$ cat config.mk
export PLATFORM = sky130hd
export DESIGN_NAME = tfacc_wburst_axi
export DESIGN_NICKNAME = d
export VERILOG_FILES = /design/src/rtl/tfacc_wburst_axi_pkg.sv /design/src/rtl/tfacc_wburst_axi_rr_arbiter.sv /design/src/rtl/tfacc_wburst_axi.sv
export SDC_FILE = /design/constraint.sdc
export NUM_CORES = 1
export LEC_CHECK = 0
export CORE_AREA = 5 5 116 118
export DETAILED_ROUTE_END_ITERATION = 8
export DIE_AREA = 0 0 121 123
export PLACE_DENSITY_LB_ADDON = 0.08
export SYNTH_ARGS = -nofsm -noshare
export SYNTH_HDL_FRONTEND = slang
export SYNTH_SLANG_ARGS = --single-unit
$ cat constraint.sdc
create_clock -name clk -period 3.1 [get_ports clk]
set_clock_uncertainty 0.05 [all_clocks]
set_input_delay 0.62 -clock clk [delete_from_list [all_inputs] [get_ports clk]]
set_output_delay 0.62 -clock clk [all_outputs]
set_load 0.01 [all_outputs]
$ cat src/rtl/tfacc_wburst_axi_pkg.sv
// rtl/tfacc_wburst_axi_pkg.sv - shared types and constants for the burst-write AXI responder
// Purpose: scalar typedefs, AXI response encoding, FSM state codes, fixed AW field values and
//          the grant-index width helper used by the top and the arbiter.
// Ports:   none (package).
package tfacc_wburst_axi_pkg;

  typedef logic [7:0]  u8_t;
  typedef logic [31:0] u32_t;
  typedef logic [63:0] u64_t;

  typedef enum logic [1:0] {
    OKAY   = 2'b00,
    EXOKAY = 2'b01,
    SLVERR = 2'b10,
    DECERR = 2'b11
  } axi_resp_e;

  localparam logic [1:0] ST_IDLE = 2'd0;
  localparam logic [1:0] ST_ADDR = 2'd1;
  localparam logic [1:0] ST_DATA = 2'd2;
  localparam logic [1:0] ST_RESP = 2'd3;

  localparam logic [2:0] AXSIZE_8B    = 3'd3;
  localparam logic [1:0] AXBURST_INCR = 2'b01;

  // A single requester still needs a 1-bit index so vectors never collapse to zero width.
  function automatic int idx_w(input int n);
    return (n > 1) ? $clog2(n) : 1;
  endfunction

endpackage

$ cat src/rtl/tfacc_wburst_axi_rr_arbiter.sv
// rtl/tfacc_wburst_axi_rr_arbiter.sv - round-robin arbiter over N burst requesters
// Purpose: picks the first requester after the last granted one, wrapping modulo N.
// Ports:   clk, rst (sync, active-high); req[N] request vector; advance commits the current
//          grant as the new round-robin pointer; grant is the winning index, grant_valid
//          says some request is present.
module tfacc_wburst_axi_rr_arbiter
  import tfacc_wburst_axi_pkg::*;
#(
  parameter int N  = 1,
  parameter int IW = idx_w(N)
) (
  input  logic          clk,
  input  logic          rst,
  input  logic [N-1:0]  req,
  input  logic          advance,
  output logic [IW-1:0] grant,
  output logic          grant_valid
);

  logic [IW-1:0] ptr_q, ptr_d;
  logic [IW-1:0] scan_idx;

  // Scan ptr+1, ptr+2, ... ptr+N; the first hit wins, so ptr itself is checked last.
  always_comb begin
    grant       = '0;
    grant_valid = 1'b0;
    scan_idx    = '0;
    for (int off = 1; off <= N; off++) begin
      scan_idx = IW'((int'(ptr_q) + off) % N);
      if (!grant_valid && req[scan_idx]) begin
        grant       = scan_idx;
        grant_valid = 1'b1;
      end
    end
  end

  always_comb begin
    ptr_d = ptr_q;
    if (advance && grant_valid) begin
      ptr_d = grant;
    end
  end

  always_ff @(posedge clk) begin
    if (rst) begin
      ptr_q <= IW'(N - 1);
    end else begin
      ptr_q <= ptr_d;
    end
  end

endmodule

$ cat src/rtl/tfacc_wburst_axi.sv
// rtl/tfacc_wburst_axi.sv - burst-write responder turning arbitrated bursts into AXI4 writes
// Purpose: arbitrates Np burst-write requesters and issues one AW/W/B transaction per burst
//          on a 64-bit AXI master, one transaction outstanding at a time.
// Ports:   clk, rst (sync, active-high);
//          requester side: wreq/wack per port, wadr/wdata/wstb/wlen per port, wbase shared;
//          AXI master: m_aw* address channel, m_w* data channel, m_b* response channel;
//          status: busy (not idle), berr (sticky error response), berr_clr (clear berr).
module tfacc_wburst_axi
  import tfacc_wburst_axi_pkg::*;
#(
  parameter int         Np     = 1,
  parameter logic [5:0] AXI_ID = 6'd0
) (
  input  logic          clk,
  input  logic          rst,
  input  logic [Np-1:0] wreq,
  output logic [Np-1:0] wack,
  input  logic [31:0]   wadr  [Np],
  input  logic [63:0]   wdata [Np],
  input  logic [7:0]    wstb  [Np],
  input  logic [7:0]    wlen  [Np],
  input  logic [31:0]   wbase,
  output logic [31:0]   m_awaddr,
  output logic [7:0]    m_awlen,
  output logic [5:0]    m_awid,
  output logic [2:0]    m_awsize,
  output logic [1:0]    m_awburst,
  output logic          m_awvalid,
  input  logic          m_awready,
  output logic [63:0]   m_wdata,
  output logic [7:0]    m_wstrb,
  output logic          m_wlast,
  output logic          m_wvalid,
  input  logic          m_wready,
  input  logic [1:0]    m_bresp,
  input  logic          m_bvalid,
  output logic          m_bready,
  output logic          busy,
  output logic          berr,
  input  logic          berr_clr
);

  localparam int GW = idx_w(Np);

  logic [1:0]    state_q, state_d;
  logic [GW-1:0] g_q, g_d;
  u32_t          awaddr_q, awaddr_d;
  u8_t           awlen_q, awlen_d;
  u8_t           cnt_q, cnt_d;
  logic          berr_q, berr_d;

  logic [GW-1:0] arb_grant;
  logic          arb_valid;
  logic          last_beat;

  // The arbiter pointer only moves when IDLE actually takes a grant.
  tfacc_wburst_axi_rr_arbiter #(.N(Np), .IW(GW)) u_arb (
    .clk        (clk),
    .rst        (rst),
    .req        (wreq),
    .advance    (state_q == ST_IDLE),
    .grant      (arb_grant),
    .grant_valid(arb_valid)
  );

  assign last_beat = (cnt_q == awlen_q);

  always_comb begin
    state_d  = state_q;
    g_d      = g_q;
    awaddr_d = awaddr_q;
    awlen_d  = awlen_q;
    cnt_d    = cnt_q;
    case (state_q)
      ST_IDLE: begin
        if (arb_valid) begin
          g_d      = arb_grant;
          awaddr_d = wbase + wadr[arb_grant];  // wraps modulo 2^32
          awlen_d  = wlen[arb_grant];
          cnt_d    = '0;
          state_d  = ST_ADDR;
        end
      end
      ST_ADDR: begin
        if (m_awready) state_d = ST_DATA;
      end
      ST_DATA: begin
        if (m_wready) begin
          cnt_d = cnt_q + 8'd1;
          if (last_beat) state_d = ST_RESP;
        end
      end
      ST_RESP: begin
        if (m_bvalid) state_d = ST_IDLE;
      end
      default: state_d = ST_IDLE;
    endcase
  end

  // Clear has priority over an error arriving in the same cycle.
  always_comb begin
    berr_d = berr_q;
    if (berr_clr) begin
      berr_d = 1'b0;
    end else if (state_q == ST_RESP && m_bvalid && axi_resp_e'(m_bresp) != OKAY) begin
      berr_d = 1'b1;
    end
  end

  always_ff @(posedge clk) begin
    if (rst) begin
      state_q  <= ST_IDLE;
      g_q      <= '0;
      awaddr_q <= '0;
      awlen_q  <= '0;
      cnt_q    <= '0;
      berr_q   <= 1'b0;
    end else begin
      state_q  <= state_d;
      g_q      <= g_d;
      awaddr_q <= awaddr_d;
      awlen_q  <= awlen_d;
      cnt_q    <= cnt_d;
      berr_q   <= berr_d;
    end
  end

  // Beat accept mirrors wready for the granted port only, so the initiator advances in lockstep.
  always_comb begin
    wack = '0;
    for (int i = 0; i < Np; i++) begin
      wack[i] = (state_q == ST_DATA) && m_wready && (g_q == GW'(i));
    end
  end

  assign m_awaddr  = awaddr_q;
  assign m_awlen   = awlen_q;
  assign m_awid    = AXI_ID;
  assign m_awsize  = AXSIZE_8B;
  assign m_awburst = AXBURST_INCR;
  assign m_awvalid = (state_q == ST_ADDR);
  assign m_wdata   = wdata[g_q];
  assign m_wstrb   = wstb[g_q];
  assign m_wlast   = (state_q == ST_DATA) && last_beat;
  assign m_wvalid  = (state_q == ST_DATA);
  assign m_bready  = (state_q == ST_RESP);
  assign busy      = (state_q != ST_IDLE);
  assign berr      = berr_q;

endmodule

==> results of run 1 <==
[critical path, cell delays in order]
cell and delay, ns:
clkdlybuf4s50_1 0.46, ha_1 0.31, a21o_1 0.17, nand4_1 0.16, a21oi_2 0.14, o311ai_4 0.31
a21oi_2 0.10, or4_1 0.48, a32o_1 0.26
[kinds of logic (layout without fill, tap and decap cells)]
| group | after synthesis | after routing |
|---|---|---|
| other | 2 | 11 |
| adders and majority gates | 37 | 37 |
| xor gates and xnor gates | 33 | 33 |
| AOI/OAI and AO/OA | 150 | 150 |
| DFF | 51 | 51 |
| buffers and inverters | 122 | 203 |
| and+or+nand+nor | 199 | 199 |
| muxes | 1 | 1 |
[cells in the mapped netlist (all sizes together), types with 2 or more instances]
library cell,n
clkbuf,21
a22oi,4
nor2b,2
dfxtp,51
a311oi,2
nand4,16
and2,5
inv,14
nand3b,4
nor3,8
a211oi,6
nand3,15
a21o,15
o21bai,3
o311ai,4
o211ai,2
ha,36
and3,6
nor2,43
nand2b,4
xnor2,8
xor2,25
o311a,2
nor3b,3
or3,8
a21boi,2
a21oi,55
buf,87
nor4,4
a31oi,3
o21ai,33
nand2,73
o21a,5
conb,2
or4,4
a32o,3
[sequential cells by signal (all words and copies together) (netlist names)]
name      cells
berr          1
cnt_q         8
m_awaddr     32
m_awlen       8
state_q       2
[worst max path at each step]
stage	from	end	slack (ns)	cells after the start
finish	wadr[1]	m_awaddr[27]$_SDFFE_PP0P_	0.22	9
global route	wadr[0]	m_awaddr[26]$_SDFFE_PP0P_	0.04	11
CTS	wadr[1]	m_awaddr[27]$_SDFFE_PP0P_	0.22	9
detailed placement	wadr[1]	m_awaddr[27]$_SDFFE_PP0P_	-0.08	9
global placement	wadr[23]	m_awaddr[27]$_SDFFE_PP0P_	-0.03	9
floorplan	wadr[8]	m_awaddr[27]$_SDFFE_PP0P_	0.47	8
[cell usage in the layout (no fill, tap or decap), types with 8 or more instances in the layout]
cell | Yosys | routed
inv_1 | 14 | 14
nor2_1 | 43 | 43
xor2_1 | 25 | 25
nand4_1 | 16 | 16
o21ai_0 | 30 | 30
nor3_1 | 8 | 8
buf_4 | 83 | 54
ha_1 | 36 | 36
a21oi_1 | 51 | 51
xnor2_1 | 8 | 8
conb_1 | 2 | 11
nand2_1 | 73 | 73
dfxtp_1 | 51 | 51
a21o_1 | 15 | 15
nand3_1 | 14 | 14
clkdlybuf4s50_1 | 0 | 127
[routing by layer]
| layer | wire (um) | track usage [%] |
|---|---|---|
| met5 | 0 | 0 |
| met4 | 65 | 2.41 |
| met2 | 6210 | 29.9 |
| met1 | 5710 | 21.3 |
| met3 | 849 | 4.21 |
[through the flow]
stage | hold WS (ns) | std cells | total power [mW] | utilization [%] | area [um2]
after floorplan | 0.420 | 604 | 1.77 | - | 4570
after global routing | 0.422 | 857 | 3.14 | 47.6 | 5880
after CTS | 0.405 | 857 | 2.96 | 47.6 | 5880
after detailed placement | 0.395 | 849 | 2.37 | 46.3 | 5730
after global placement | 0.393 | 849 | 2.36 | 46.3 | 5730
final | 0.403 | 857 | 2.92 | 47.6 | 5880
[where the power goes]
part	switching [mW]	internal (mW)	total [mW]	leakage (nW)
Sequential	0.0860	0.790	0.876	0.418
Clock	0.267	0.308	0.575	0.0759
Combinational	0.740	0.731	1.47	1.98
[final cells by class]
type                            instances  area, um2  share of cell area (%)
Clock inverter                          3       28.8                   0.489
Sequential cell                        51       1020                    17.4
Inverter                               14       52.6                   0.893
Tap cell                              172        215                    3.66
Multi-Input combinational cell        431       2760                    47.0
Timing Repair Buffer                  181       1680                    28.5
Clock buffer                            5        125                    2.13
==> flow_summary.ini, run 1 <==
[min_path]
min_path_cells = 2
min_path_type = register to register
holdPathEnd = m_awaddr[3]$_SDFFE_PP0P_
hold_start = m_awaddr[3]$_SDFFE_PP0P_

[critical_path]
worst_setup_path_start_kind = input pin
r2r-end = cnt_q[5]$_SDFFE_PP0P_
r2r.worst_path.cells = 8
end_kind = register
path_class = input pin to register
cp_max_fo = 4
crit_required_ns = 3.24
ff2ff_setup_slack_ns = 0.86
reg2reg_from = state_q[1]$_SDFFE_PP0P_
cp.arrival_ns = 3.02

[routing]
drc = 0
wl_mm = 12.8
vias = 4327
drt_iter0_drc = 191
dr.pass1.iters = 4
wl_per_cell_um = 15.0
ant_nets = 0
viasPerCell = 5.05

[floorplan]
fp.coreArea_um2 = 12400
die_w_um = 121
initial_core_util_pct = 36.7
core.rowCount = 41
ios = 283
die_h_um = 123
die-area_um2 = 14900

[clocking]
cts-root-buf = clkbuf_16
htree_levels = 2
cts-buffers-inserted = 5
clk_pin_slew_ns = 0.07
cts_tree = yes
clk_path_buf_depth = 2
post_cts_resize_count = 0
hold_buffers = 0
clk_latency_ns = 0.29
cts_num_sinks = 51
postCtsSetupBuffers = 0

[cells_and_area]
drive_above_1_share_pct = 11.2
area_growth_pct = 29.8
fillerInstances = 1247
num_antenna_cells = 0
num-nets-final = 874

[placement]
dp_hpwl_mm = 10.7
port_buffers = 127
gp_congestion = 0.856
place_ws_ns = -0.0783

[sta]
fin_crit_ns = 2.88
relSlewSlack_pct = 62.8
setup-violations-final = 0
clock.fmax_ghz = 0.347
slew_violations = 0
tightest_slew_ns = 0.557
setup_ws_ns = 0.220
fin_crit_sh_pct = 92.9
rsz0062_at_grt = false
hold_viol_final = 0
fin_setup_tns_ns = 0

[logic_synthesis]
synth-edff-count = 0
synthXorXnorAreaFrac_pct = 6.38
synth_top_area_share_pct = 22.5
ys_ff_latch = 51
synth_top_family_by_area = compound AO/OA/AOI/OAI gates
syn-instance-count = 595
yosysTopAreaCell = dfxtp_1
synth_area_leaders = dfxtp_1, buf_4, ha_1
synth-simple-area-share_pct = 21.2
avgSynthCellArea_um2 = 7.62
synthAdderAreaFrac_pct = 10.4
syn_area_um2 = 4530
synth_flop_cell = dfxtp_1
synth_cell_types = 65
synth_compound_area_share_pct = 21.9
async_reset_ff_share_pct = 0
synth_mux_area_share_pct = 0.221
synth-warning-count = 0
ys_seq_area_share_pct = 22.5

[global_routing]
gr-total-overflow = 0
track_usage_pct = 16.9
grt_pass1_wl_mm = 20.8
grt_start_max_net_pins = 26
grt_pass1_vias = 4272
antenna_found_initial = 0

[power]
leakage_nw = 2.47
irDropWorstVdd_mv = 0.296
p_per_area_nw_per_um2 = 497

[run_status]
outcome = finished, final reports clean

[run]
drv_cap = 0
(Power assumes the default switching activity.)
==> run 2, diff against run 1 <==
--- a/config.mk
+++ b/config.mk
@@ -9,6 +9,7 @@
 export DETAILED_ROUTE_END_ITERATION = 8
 export DIE_AREA = 0 0 121 123
 export PLACE_DENSITY_LB_ADDON = 0.08
+export SKIP_CTS_REPAIR_TIMING = 1
 export SYNTH_ARGS = -nofsm -noshare
 export SYNTH_HDL_FRONTEND = slang
 export SYNTH_SLANG_ARGS = --single-unit
==> results of run 2 <==
Final layout, timing and power as in run 1 (identical DEF).
